[src/rtl/ifu_pkg.sv]
// Shared types and constants for the instruction fetch unit.
// The optional misaligned-redirect trap is enabled with IFU_MISALIGN_TRAP_EN.
package ifu_pkg;

    localparam int XLEN = 64;
    localparam int ILEN = 32;

    localparam logic [ILEN-1:0] NOP_INSTR = 32'h0000_0013;

    typedef enum logic {
        FETCH = 1'b0,
        DRAIN = 1'b1
    } ifu_state_e;

    typedef struct packed {
        logic [XLEN-1:0] pc;
        logic [ILEN-1:0] instr;
    } fetch_entry_t;

    function automatic logic [XLEN-1:0] pc_inc(input logic [XLEN-1:0] pc);
        return pc + 64'd4;
    endfunction

endpackage

[src/rtl/ifu_sync_fifo.sv]
// Synchronous FIFO with flush and occupancy count; used for the in-flight
// PC queue and for the fetch buffer. Head data is combinational (show-ahead).
module ifu_sync_fifo #(
    parameter int WIDTH = 32,
    parameter int DEPTH = 2,
    localparam int PTR_W = (DEPTH > 1) ? $clog2(DEPTH) : 1,
    localparam int CNT_W = $clog2(DEPTH) + 1
) (
    input  logic             clk,
    input  logic             rst,
    input  logic             i_flush,
    input  logic             i_push,
    input  logic [WIDTH-1:0] i_push_data,
    input  logic             i_pop,
    output logic [WIDTH-1:0] o_head,
    output logic [CNT_W-1:0] o_count,
    output logic             o_empty,
    output logic             o_full
);

    logic [WIDTH-1:0] r_mem [DEPTH];
    logic [PTR_W-1:0] r_wr_ptr;
    logic [PTR_W-1:0] r_rd_ptr;
    logic [CNT_W-1:0] r_count;
    logic             w_push;
    logic             w_pop;

    function automatic logic [PTR_W-1:0] ptr_inc(input logic [PTR_W-1:0] p);
        return (p == PTR_W'(DEPTH - 1)) ? '0 : p + PTR_W'(1);
    endfunction

    assign o_empty = (r_count == '0);
    assign o_full  = (r_count == CNT_W'(DEPTH));
    assign o_head  = r_mem[r_rd_ptr];
    assign o_count = r_count;

    // A push into a full FIFO is accepted only when the head leaves in the same cycle.
    assign w_pop  = i_pop & ~o_empty;
    assign w_push = i_push & (~o_full | w_pop);

    always_ff @(posedge clk or posedge rst) begin
        if (rst) begin
            r_wr_ptr <= '0;
            r_rd_ptr <= '0;
            r_count  <= '0;
        end else if (i_flush) begin
            r_wr_ptr <= '0;
            r_rd_ptr <= '0;
            r_count  <= '0;
        end else begin
            if (w_push) r_wr_ptr <= ptr_inc(r_wr_ptr);
            if (w_pop)  r_rd_ptr <= ptr_inc(r_rd_ptr);
            case ({w_push, w_pop})
                2'b10:   r_count <= r_count + CNT_W'(1);
                2'b01:   r_count <= r_count - CNT_W'(1);
                default: r_count <= r_count;
            endcase
        end
    end

    always_ff @(posedge clk) begin
        if (w_push && !i_flush) r_mem[r_wr_ptr] <= i_push_data;
    end

endmodule

[src/rtl/instr_fetch_unit.sv]
// Fetch front end: owns PCF, issues in-order imem requests, buffers {pc, instr}
// for decode and discards stale responses after a redirect. Macro: IFU_MISALIGN_TRAP_EN.
module instr_fetch_unit
    import ifu_pkg::*;
#(
    parameter logic [XLEN-1:0] RESET_PC        = 64'h0000_0000_0000_0000,
    parameter int              MAX_OUTSTANDING = 2,
    parameter int              FB_DEPTH        = 2
) (
    input  logic            clk,
    input  logic            reset,
    output logic            imem_req_valid,
    input  logic            imem_req_ready,
    output logic [XLEN-1:0] imem_req_addr,
    input  logic            imem_resp_valid,
    input  logic [ILEN-1:0] imem_resp_data,
    input  logic            redirect_valid,
    input  logic [XLEN-1:0] redirect_pc,
    output logic            if_valid,
    input  logic            if_ready,
    output logic [ILEN-1:0] if_instr,
    output logic [XLEN-1:0] if_pc,
    output logic [XLEN-1:0] if_pcplus4,
    output logic            if_fault,
    output ifu_state_e      dbg_state
);

    localparam int OS_W = $clog2(MAX_OUTSTANDING) + 1;
    localparam int FB_W = $clog2(FB_DEPTH) + 1;
    localparam int CW   = OS_W + FB_W;

    // Handshake rule on every channel: a transfer happens on a rising edge where
    // valid and ready are both high; a valid source holds its payload until then.
    // The response channel has no ready and is always accepted.

    ifu_state_e      r_state;
    ifu_state_e      w_state_nxt;
    logic [OS_W-1:0] r_drop_cnt;
    logic [OS_W-1:0] w_drop_nxt;
    logic [XLEN-1:0] r_pcf;

    logic            w_req_hs;
    logic            w_dec_hs;
    logic            w_fb_push;
    logic            w_fb_pop;
    logic [OS_W-1:0] w_outstanding;
    logic [OS_W-1:0] w_outstanding_new;
    logic [FB_W-1:0] w_fb_count;
    logic            w_if_empty;
    logic            w_if_full;
    logic            w_fb_empty;
    logic            w_fb_full;
    logic [XLEN-1:0] w_inflight_pc;
    logic [XLEN-1:0] w_redirect_tgt;
    logic            w_slot_ok;
    logic            w_credit_ok;
    logic            w_drain_ok;
    logic            w_fault_active;
    logic            w_req_block;
    logic [XLEN-1:0] w_fault_pc;
    fetch_entry_t    w_fb_in;
    fetch_entry_t    w_fb_head;

    assign w_req_hs = imem_req_valid & imem_req_ready;
    assign w_dec_hs = if_valid & if_ready;

    ifu_sync_fifo #(
        .WIDTH (XLEN),
        .DEPTH (MAX_OUTSTANDING)
    ) u_inflight_q (
        .clk         (clk),
        .rst         (reset),
        .i_flush     (1'b0),
        .i_push      (w_req_hs),
        .i_push_data (r_pcf),
        .i_pop       (imem_resp_valid),
        .o_head      (w_inflight_pc),
        .o_count     (w_outstanding),
        .o_empty     (w_if_empty),
        .o_full      (w_if_full)
    );

    // A response in the redirect cycle is stale and must not land in the buffer.
    assign w_fb_push      = imem_resp_valid & (r_drop_cnt == '0) & ~redirect_valid;
    assign w_fb_pop       = w_dec_hs & ~w_fault_active;
    assign w_fb_in.pc     = w_inflight_pc;
    assign w_fb_in.instr  = imem_resp_data;

    ifu_sync_fifo #(
        .WIDTH ($bits(fetch_entry_t)),
        .DEPTH (FB_DEPTH)
    ) u_fetch_buf (
        .clk         (clk),
        .rst         (reset),
        .i_flush     (redirect_valid),
        .i_push      (w_fb_push),
        .i_push_data (w_fb_in),
        .i_pop       (w_fb_pop),
        .o_head      (w_fb_head),
        .o_count     (w_fb_count),
        .o_empty     (w_fb_empty),
        .o_full      (w_fb_full)
    );

`ifdef IFU_MISALIGN_TRAP_EN
    logic            r_fault;
    logic            r_req_block;
    logic [XLEN-1:0] r_fault_pc;
    logic            w_misalign;

    assign w_misalign     = (redirect_pc[1:0] != 2'b00);
    assign w_redirect_tgt = redirect_pc;

    // The trap entry stands in for an instruction; fetch stays parked until re-steered.
    always_ff @(posedge clk or posedge reset) begin
        if (reset) begin
            r_fault     <= 1'b0;
            r_req_block <= 1'b0;
            r_fault_pc  <= '0;
        end else if (redirect_valid) begin
            r_fault     <= w_misalign;
            r_req_block <= w_misalign;
            r_fault_pc  <= redirect_pc;
        end else if (r_fault && if_ready) begin
            r_fault     <= 1'b0;
        end
    end

    assign w_fault_active = r_fault;
    assign w_req_block    = r_req_block;
    assign w_fault_pc     = r_fault_pc;
`else
    assign w_redirect_tgt = redirect_pc & ~64'd3;
    assign w_fault_active = 1'b0;
    assign w_req_block    = 1'b0;
    assign w_fault_pc     = '0;
`endif

    assign w_outstanding_new = w_outstanding - r_drop_cnt;
    assign w_slot_ok   = (w_outstanding < OS_W'(MAX_OUTSTANDING));
    // Each request reserves a buffer slot, so responses can never overflow it.
    assign w_credit_ok = (CW'(w_outstanding) + CW'(w_fb_count)) <
                         (CW'(FB_DEPTH) + CW'(w_dec_hs));

    always_comb begin
        w_drop_nxt = r_drop_cnt;
        if (redirect_valid) begin
            w_drop_nxt = w_outstanding + OS_W'(w_req_hs) - OS_W'(imem_resp_valid);
        end else if (imem_resp_valid && (r_drop_cnt != '0)) begin
            w_drop_nxt = r_drop_cnt - OS_W'(1);
        end
    end

    // FSM: state register
    always_ff @(posedge clk or posedge reset) begin
        if (reset) begin
            r_state    <= FETCH;
            r_drop_cnt <= '0;
        end else begin
            r_state    <= w_state_nxt;
            r_drop_cnt <= w_drop_nxt;
        end
    end

    // FSM: next state
    always_comb begin
        w_state_nxt = r_state;
        if (redirect_valid) begin
            w_state_nxt = (w_drop_nxt != '0) ? DRAIN : FETCH;
        end else if ((r_state == DRAIN) && (w_drop_nxt == '0)) begin
            w_state_nxt = FETCH;
        end
    end

    // FSM: outputs
    always_comb begin
        w_drain_ok = 1'b1;
        if (r_state == DRAIN) begin
            w_drain_ok = (CW'(r_drop_cnt) + CW'(w_outstanding_new)) < CW'(MAX_OUTSTANDING);
        end
        imem_req_valid = ~reset & ~w_req_block & w_slot_ok & w_credit_ok & w_drain_ok;
    end

    always_ff @(posedge clk or posedge reset) begin
        if (reset) begin
            r_pcf <= RESET_PC;
        end else if (redirect_valid) begin
            r_pcf <= w_redirect_tgt;
        end else if (w_req_hs) begin
            r_pcf <= pc_inc(r_pcf);
        end
    end

    assign imem_req_addr = r_pcf;
    assign if_valid      = ~w_fb_empty | w_fault_active;
    assign if_instr      = w_fault_active ? NOP_INSTR : w_fb_head.instr;
    assign if_pc         = w_fault_active ? w_fault_pc : w_fb_head.pc;
    assign if_pcplus4    = pc_inc(if_pc);
    assign if_fault      = w_fault_active;
    assign dbg_state     = r_state;

    a_resp_has_request: assert property (@(posedge clk) disable iff (reset)
        imem_resp_valid |-> (w_outstanding != '0));
    a_inflight_room: assert property (@(posedge clk) disable iff (reset)
        w_req_hs |-> (!w_if_full || imem_resp_valid));
    a_inflight_nonempty: assert property (@(posedge clk) disable iff (reset)
        imem_resp_valid |-> !w_if_empty);
    a_fetch_buf_room: assert property (@(posedge clk) disable iff (reset)
        w_fb_push |-> (!w_fb_full || w_fb_pop));

endmodule

[config.mk]
export PLATFORM = sky130hd
export DESIGN_NAME = instr_fetch_unit
export DESIGN_NICKNAME = d
export VERILOG_FILES = /design/src/rtl/ifu_pkg.sv /design/src/rtl/ifu_sync_fifo.sv /design/src/rtl/instr_fetch_unit.sv
export SDC_FILE = /design/constraint.sdc
export NUM_CORES = 1
export LEC_CHECK = 0
export BUFFER_PORTS_ARGS = -buffer_cell sky130_fd_sc_hd__buf_2
export CAP_MARGIN = 40
export CORE_MARGIN = 5
export CORE_UTILIZATION = 30
export DETAILED_ROUTE_END_ITERATION = 16
export SETUP_SLACK_MARGIN = 0.02
export SKIP_CTS_REPAIR_TIMING = 1
export SLEW_MARGIN = 20
export SYNTH_ARGS = -nofsm -noshare
export SYNTH_HDL_FRONTEND = slang
export SYNTH_SLANG_ARGS = --single-unit
[constraint.sdc]
create_clock -name clk -period 20.1 [get_ports clk]
set_input_delay 6.03 -clock clk [delete_from_list [all_inputs] [get_ports clk]]
set_output_delay 6.03 -clock clk [all_outputs]
set_load 0.1 [all_outputs]
==> flow_summary.yaml, run 1 <==
status:
  status: "complete, no violations"
floorplan:
  initial_core_util_pct: 30.3
  num_rows: 89
  fp.dieH_microns: 254
  die-area_sq_mm: 0.0646
  coreArea_sq_mm: 0.0590
  die_w_microns: 254
  io_pins: 330
sta:
  hold_ws_ns: 0.470
  final.setup.tns_ns: 0
  setup_viol_count_final: 0
  hold_viol_final: 0
  slew_headroom_pct: 50.5
  slew_violations: 0
  min_period_over_period_pct: 66.9
  rsz0062_at_grt: "false"
  min_period_ns: 13.45
  clock.fmax_mhz: 74.3
  worst_pin_slew_ns: 0.737
  skew_ns: 0.0130
placed_design:
  placed_area_sq_mm: 0.0204
  numPortBuffers: 320
  gp_congestion: 0.860
  dpl.cell_count: 2406
  dp_hpwl_mm: 36.8
critical_path:
  end_kind: "output pin"
  crit_buf_inv: 2
  path_cells: "buf_2 -> o21ai_2 -> o21ai_0 -> and4_1 -> buf_2"
  worst-path-stages: 5
  cpMostUsedCell: "buf_2"
  path_class: "input port to output pin"
  r2r-end: "dbg_state"
  cp-start-kind: "input port"
  cp.required_ns: 14.07
  cp_max_fo: 6
  crit_start: "if_ready"
  cpMaxStageDelayCell: "buf_2"
  r2r_cells: 15
  reg2reg_from: "u_inflight_q.o_count[0]"
  rrSetupSlack_ns: 15.77
  critPathMaxStageDelay_ns: 0.44
  crit_arrival_ns: 7.42
  cpLargestDelayFamily: "buffers and inverters"
finish:
  drive_above_1_share_pct: 33.0
  postLayoutCellArea_sq_mm: 0.0219
  final_nets: 1793
  fillers: 5705
  final_cell_count_no_fill: 2491
  area_growth_pct: 22.2
synthesis:
  synth_top_cell_area_share_pct: 52.4
  yosys.area_share.xor_xnor_pct: 3.87
  synthSimpleGateAreaFrac_pct: 14.2
  synth_top_cell_by_area: "edfxtp_1"
  ys_seq_area_share_pct: 62.6
  synth_edf_count: 312
  synthesis.instances: 1359
  syn_avg_cell_area_sq_um: 13.2
  synth_top_family_by_area: "simple AND/OR/NAND/NOR gates"
  ys_seq_elements: 385
  synth_area_leaders: "edfxtp_1 52%, dfrtp_1 10%, mux2_2 8.7%"
  ys_warn_count: 0
  ys_types: 59
  synth_flop_cell: "edfxtp_1"
  synthesis.area_sq_mm: 0.0179
  muxShareOfSynthArea_pct: 9.58
  async_flop_share_pct: 19.0
  synth_fa_ha_area_share_pct: 0.755
  synth_compound_area_share_pct: 6.22
detailed_routing:
  vias: 12600
  viasPerCell: 5.04
  drt_pre_antenna_iters: 6
  drtIter0Drc: 900
  wl_mm: 50.5
  remaining_drc_errors: 0
  routedWlPerCell_microns: 20.3
  drt.antenna.violating_nets: 0
clock_network:
  clock_latency_ns: 0.55
  cts_buffers: 44
  clockBufferDepth: 3
  cts_tree: "built"
  cts_root_buf: "clkbuf_16"
  cts.clk_slew.worst_paths_ns: 0.06
  cts_max_level: 2
  cts_sinks: 385
pwr:
  p_per_area_mw_per_mm2: 135
  p_leak_nw: 7.76
  vdd_drop_max_mv: 0.0897
global_routing:
  grt_pass1_vias: 12400
  grt.total_usage_pct: 15.0
  grt_max_degree: 79
  grt_pass1_wl_mm: 75.6
  antenna_found_initial: 3
  grt-ovfl-total: 0
hold_path:
  worstHoldEndpoint: "u_inflight_q.r_rd_ptr"
  min_delay_path_depth: 1
  worstHoldStart: "u_inflight_q.r_rd_ptr"
  hp-class: "flip-flop to flip-flop"
job:
  maxCapViolCount: 0
[cells by family after synthesis]
logic type / after synthesis
flops: 385
fa+ha+maj: 9
compound gates: 162
other cells: 1
mux: 154
buf+inv: 106
xor+xnor: 79
simple gates: 463
[cell usage after synthesis (13+ instances only)]
cell and count:
nand3_1 61, nand3b_1 16, xnor2_1 33, edfxtp_1 312, xor2_1 46, mux2i_1 16
o31ai_1 33, dfrtp_1 73, nand4_1 54, mux2_2 138, and4_1 13, nor4_1 24
inv_1 29, buf_2 18, or4_1 33, o21ai_0 33, and3_1 13, nand2_1 101
nor3_1 24, nor2_1 65, clkbuf_1 36, a31oi_1 44
[metal layers]
metal | share of wire (%) | track usage, %
met1 | 47 | 22.1
met2 | 46 | 23.2
met3 | 5.5 | 2.96
met4 | 1.5 | 3.51
met5 | 0.067 | 0
[sequential cells by signal, summed over array words and instances, names as in the netlist]
signal / flops
u_fetch_buf.r_mem: 188
u_inflight_q.r_mem: 124
imem_req_addr: 62
r_drop_cnt: 2
u_fetch_buf.o_count: 2
u_inflight_q.o_count: 2
dbg_state: 1
u_fetch_buf.r_rd_ptr: 1
u_fetch_buf.r_wr_ptr: 1
u_inflight_q.r_rd_ptr: 1
u_inflight_q.r_wr_ptr: 1
[cells in the final DEF, fill, tap and decap left out, types with 13 or more instances in the layout]
cell	n
nor3_1	24
xnor2_1	33
and4_1	13
o31ai_1	33
buf_4	20
buf_2	321
nor2_1	64
nand2_1	101
mux2i_1	16
nand3b_1	16
dfrtp_1	71
a31oi_1	44
nand4_1	54
inv_1	27
edfxtp_1	312
xor2_1	46
clkbuf_16	45
or4_1	33
o21ai_0	33
nor4_1	23
mux2_2	138
nand3_1	61
[layout make-up]
cell class / instances / area, sq um / share of cell area, %
clock inverter: 21 / 214 / 0.979
sequential: 385 / 11200 / 51.2
inverter: 29 / 109 / 0.498
multi-input combinational: 874 / 6240 / 28.5
antenna: 3 / 7.51 / 0.0343
timing repair buffer: 348 / 1940 / 8.86
tap: 773 / 967 / 4.42
clock buffer: 58 / 1180 / 5.42
[where the power goes]
group          total, mW  switching (mW)  internal, mW  leakage, nW
Clock              0.782           0.317         0.466        0.678
Combinational       1.10           0.866         0.230         3.41
Sequential          1.07          0.0657          1.00         3.67
[worst max-delay path by stage]
| stage | endpoint | slack, ns |
|---|---|---|
| floorplan | u_fetch_buf.r_mem[1][0] | 3.13 |
| global placement | imem_req_valid | 6.16 |
| detailed placement | imem_req_valid | 6.66 |
| CTS | imem_req_valid | 6.67 |
| global route | imem_req_valid | 6.58 |
| finish | imem_req_valid | 6.65 |
[stage by stage]
step           utilization, %  setup slack (ns)  power, mW
2_1_floorplan               -              3.13       1.96
3_3_place_gp             34.3              6.16       2.16
3_5_place_dp             34.5              6.66       2.18
4_1_cts                  36.9              6.67       2.97
5_1_grt                  37.0              6.58       3.07
6_report                 37.0              6.65       2.95
Power figures use the tool's default switching activity.
==> run 2, diff against run 1 <==
==> constraint.sdc (replaced) <==
create_clock -name clk -period 11.8 [get_ports clk]
set_input_delay 3.54 -clock clk [delete_from_list [all_inputs] [get_ports clk]]
set_output_delay 3.54 -clock clk [all_outputs]
set_load 0.1 [all_outputs]
==> run 2 against run 1 <==
Compared with the run above:
- critical path type unchanged
- wire length up 0.11%
- critical path depth unchanged
- worst setup slack worse by 3.3 ns
- final cell count up 0.20%
- register-to-register slack worse by 8.3 ns
- combinational power up 69%
- clock-buffer cell count down 7
- clock power up 76%
==> flow_summary.yaml, run 2 (synthesis results as in run 1) <==
detailed_routing:
  drtIter0Drc: 765
  wl_mm: 50.5
  remaining_drc_errors: 0
  viasPerCell: 5.05
  routedWlPerCell_microns: 20.2
  vias: 12600
  drt.antenna.violating_nets: 0
  drt_pre_antenna_iters: 7
finish:
  final_nets: 1794
  final_cell_count_no_fill: 2496
  largest_reg_flops: 188
  drive_above_1_share_pct: 33.3
  area_growth_pct: 22.8
  most-common-layout-cells: "321 x buf_2, 312 x edfxtp_1, 138 x mux2_2"
  layout_commonest_cell: "buf_2"
  top_register: "u_fetch_buf.r_mem"
clock_network:
  clock_latency_ns: 0.56
  cts_tree: "built"
  cts_sinks: 385
  cts.clk_slew.worst_paths_ns: 0.06
  cts_buffers: 44
  clockBufferDepth: 3
  cts_max_level: 2
  cts_root_buf: "clkbuf_16"
floorplan:
  io_pins: 330
  num_rows: 89
  fp.dieH_microns: 254
  die_w_microns: 254
  coreArea_sq_mm: 0.0590
  die-area_sq_mm: 0.0646
  initial_core_util_pct: 30.3
global_routing:
  grt_pass1_vias: 12400
  grt_max_degree: 84
  grt.total_usage_pct: 15.0
  grt-ovfl-total: 0
  antenna_found_initial: 4
  grt_pass1_wl_mm: 75.1
sta:
  hold_ws_ns: 0.471
  min_period_ns: 8.50
  clock.fmax_mhz: 118
  worst_pin_slew_ns: 0.795
  rsz0062_at_grt: "false"
  skew_ns: 0.0221
  slew_headroom_pct: 46.9
  final.setup.tns_ns: 0
  setup_viol_count_final: 0
  hold_viol_final: 0
  min_period_over_period_pct: 72.0
  slew_violations: 0
critical_path:
  cp-start-kind: "input port"
  path_class: "input port to output pin"
  end_kind: "output pin"
  crit_arrival_ns: 4.96
  cp.required_ns: 8.26
  cp_max_fo: 6
placed_design:
  numPortBuffers: 320
  gp_congestion: 0.866
  dp_hpwl_mm: 37.2
  dpl.cell_count: 2408
job:
  maxCapViolCount: 0
hold_path:
  hp-class: "flip-flop to flip-flop"
pwr:
  vdd_drop_max_mv: 0.160
  p_total_mw: 5.06
  p_per_area_mw_per_mm2: 230
  p_leak_nw: 7.81
status:
  status: "complete, no violations"
==> run 2: cell count changes in the layout (fill, tap and decap cells not counted), moves of 2 or more <==
cell	previous run	this run
buf_12	0	2
bufinv_16	4	6
inv_6	0	3
clkinv_1	6	10
clkbuf_1	12	5
diode_2	3	5
clkinv_4	3	1
==> run 2: layer usage <==
layer / track usage [%] / vias up / share of wire [%]
met5: 0 / - / 0.053
li1: - / 5925 / -
met3: 2.73 / 81 / 5.3
met2: 23.0 / 382 / 45
met1: 21.9 / 6218 / 47
met4: 4.31 / 4 / 2.4
==> run 2: layout make-up <==
| type | instances | area (sq um) |
|---|---|---|
| repair buffers | 349 | 1950 |
| clock inverters | 30 | 310 |
| clock buffers | 51 | 1160 |
| diodes | 5 | 12.5 |
| fillers | 5691 | 37100 |
| flip-flops and latches | 385 | 11200 |
| multi-input cells | 874 | 6260 |
| well taps | 773 | 967 |
| inverters | 29 | 109 |
==> run 2: through the flow <==
step / setup WS (ns) / instance area (sq um) / utilization, %
6_report: 3.30 / 22000 / 37.2
5_1_grt: 3.19 / 22000 / 37.2
4_1_cts: 3.30 / 21900 / 37.1
3_5_place_dp: 3.31 / 20400 / 34.6
3_3_place_gp: 2.81 / 20300 / 34.4
2_1_floorplan: 0.982 / 17900 / -
==> run 2: worst max-delay path: stages <==
cell	delay, ns
buf_2	0.16
o21ai_2	0.10
o21ai_0	0.41
and4_1	0.31
buf_2	0.44
==> run 2: where the power goes <==
part | internal, mW | switching (mW) | total [mW]
clock | 0.836 | 0.544 | 1.38
sequential | 1.71 | 0.113 | 1.82
combinational | 0.389 | 1.47 | 1.86
total | 2.93 | 2.13 | 5.06
==> run 2: path summary, 6_finish.rpt <==
path                                               from                    end  slack (ns)  depth (start not counted)
worst min register to register    u_inflight_q.r_rd_ptr  u_inflight_q.r_rd_ptr        0.47                          1
max in group asynchronous                         reset   u_fetch_buf.r_rd_ptr        7.74                          4
worst max-delay path                           if_ready         imem_req_valid        3.30                          5
worst max register to register  u_inflight_q.o_count[0]              dbg_state        7.45                         15
worst min-delay path              u_inflight_q.r_rd_ptr  u_inflight_q.r_rd_ptr        0.47                          1
min in group asynchronous                         reset      imem_req_addr[57]        3.08                          3
==> run 3, diff against run 2 <==
==> constraint.sdc (replaced) <==
create_clock -name clk -period 7.2 [get_ports clk]
set_input_delay 2.16 -clock clk [delete_from_list [all_inputs] [get_ports clk]]
set_output_delay 2.16 -clock clk [all_outputs]
set_load 0.1 [all_outputs]
==> run 3 against run 2 <==
Compared with the run above:
- hold slack better by 0.073 ns
- total power up 63%
- final cell count down 0.28%
- clock skew about the same
- global-route usage up 0.32 points
- combinational power up 63%
- sequential power up 66%
- clock power up 59%
- final area up 0.81%
- sequential cell count unchanged
- critical endpoint is now if_pcplus4[60]
- largest power group unchanged
==> flow_summary.yaml, run 3 (synthesis results as in run 1) <==
critical_path:
  cp_max_fo: 52
  cp-start-kind: "flip-flop"
  cp.required_ns: 5.04
  end_kind: "output pin"
  path_class: "flip-flop to output pin"
  crit_arrival_ns: 4.28
global_routing:
  grt.total_usage_pct: 15.3
  grt_pass1_wl_mm: 76.6
  grt-ovfl-total: 0
  antenna_found_initial: 5
  grt_max_degree: 95
  grt_pass1_vias: 12600
floorplan:
  io_pins: 330
  die_w_microns: 254
  die-area_sq_mm: 0.0646
  initial_core_util_pct: 30.3
  fp.dieH_microns: 254
  coreArea_sq_mm: 0.0590
  num_rows: 89
hold_path:
  hp-class: "flip-flop to flip-flop"
finish:
  largest_reg_flops: 188
  most-common-layout-cells: "320 x buf_2, 312 x edfxtp_1, 138 x mux2_2"
  top_register: "u_fetch_buf.r_mem"
  final_cell_count_no_fill: 2489
  drive_above_1_share_pct: 34.9
  fillers: 5756
  final_nets: 1791
  final_util_pct: 37.5
  multiInputGateArea_sq_mm: 0.00658
  regArea_sq_mm: 0.0112
  layout_commonest_cell: "buf_2"
  area_growth_pct: 23.8
sta:
  slew_headroom_pct: 49.2
  skew_ns: 0.0218
  clock.fmax_mhz: 155
  hold_ws_ns: 0.544
  hold_viol_final: 0
  min_period_over_period_pct: 89.4
  slew_violations: 0
  min_period_ns: 6.44
  layout_setup_ws_ns: 0.764
  setup_viol_count_final: 0
  rsz0062_at_grt: "false"
  final.setup.tns_ns: 0
  worst_pin_slew_ns: 0.756
detailed_routing:
  drt.antenna.violating_nets: 0
  wl_mm: 51.6
  viasPerCell: 5.06
  drt_pre_antenna_iters: 5
  drtIter0Drc: 738
  vias: 12600
  remaining_drc_errors: 0
  routedWlPerCell_microns: 20.7
clock_network:
  cts_max_level: 2
  cts_root_buf: "clkbuf_16"
  cts_buffers: 44
  cts.clk_slew.worst_paths_ns: 0.06
  clockBufferDepth: 3
  cts_sinks: 385
  clock_latency_ns: 0.56
  cts_tree: "built"
pwr:
  intPower_mw: 4.73
  p_leak_nw: 7.82
  seq_power_share_pct: 36.6
  clkPwrFrac_pct: 26.5
  p_per_area_mw_per_mm2: 372
  comb_power_share_pct: 36.9
  vdd_drop_max_mv: 0.297
  switching_share_pct: 42.7
  p_sw_mw: 3.52
placed_design:
  preCtsSetupSlack_ns: 1.39
  dpl.cell_count: 2406
  dp_hpwl_mm: 37.5
  numPortBuffers: 320
  gp_congestion: 0.870
job:
  maxCapViolCount: 0
status:
  status: "complete, no violations"
-- run 3: cell count changes in the layout (fill, tap and decap cells not counted), sizes merged --
cell / change
buf: -3
bufinv: -2
clkbuf: -2
diode: -2
clkinv: +1
inv: +1
-- run 3: metal layers --
layer | global-route usage, % | share of wire (%)
met1 | 21.8 | 45
met2 | 23.9 | 46
met3 | 3.06 | 6.1
met4 | 4.59 | 2.7
met5 | 0 | 0.064
-- run 3: critical path, cell delays in order, from the launching register on --
cell and delay (ns):
dfrtp_4 0.84, buf_4 0.51, nand2_1 0.13, o22ai_1 0.43
nand4_1 0.17, buf_4 0.26, nor4_1 0.68, xnor2_4 0.16
buf_2 0.45
-- run 3: worst paths after layout --
| check | start | to | slack (ns) | depth (start not counted) |
|---|---|---|---|---|
| worst max-delay path | u_fetch_buf.r_rd_ptr | if_pcplus4[60] | 0.76 | 8 |
| worst min-delay path | imem_req_addr[63] | u_inflight_q.r_mem[0][63] | 0.54 | 0 |
| worst max register to register | u_inflight_q.o_count[0] | dbg_state | 2.96 | 15 |
| worst min register to register | imem_req_addr[63] | u_inflight_q.r_mem[0][63] | 0.54 | 0 |
| max in group asynchronous | reset | imem_req_addr[40] | 4.38 | 4 |
| min in group asynchronous | reset | u_inflight_q.o_count[1] | 1.80 | 3 |
-- run 3: power by group through the flow --
stage	combinational [mW]	clock, mW	sequential, mW
floorplan	2.25	0	3.23
finish	3.04	2.19	3.02
global route	3.19	2.36	3.05
detailed placement	3.05	0	3.06
CTS	3.07	2.26	3.02
global placement	3.03	0	3.05
-- run 3: per-stage QoR --
step	instance area [sq um]	power, mW
2_1_floorplan	18300	5.49
3_3_place_gp	20700	6.07
3_5_place_dp	20700	6.12
4_1_cts	22100	8.35
5_1_grt	22100	8.59
6_report	22100	8.25
-- run 3: area by class of cell --
| type | count | area share (%) |
|---|---|---|
| diodes | 3 | 0.0339 |
| clock buffers | 49 | 5.15 |
| clock inverters | 30 | 1.20 |
| inverters | 29 | 0.509 |
| multi-input cells | 874 | 29.7 |
| flip-flops and latches | 385 | 50.6 |
| well taps | 773 | 4.37 |
| repair buffers | 346 | 8.43 |
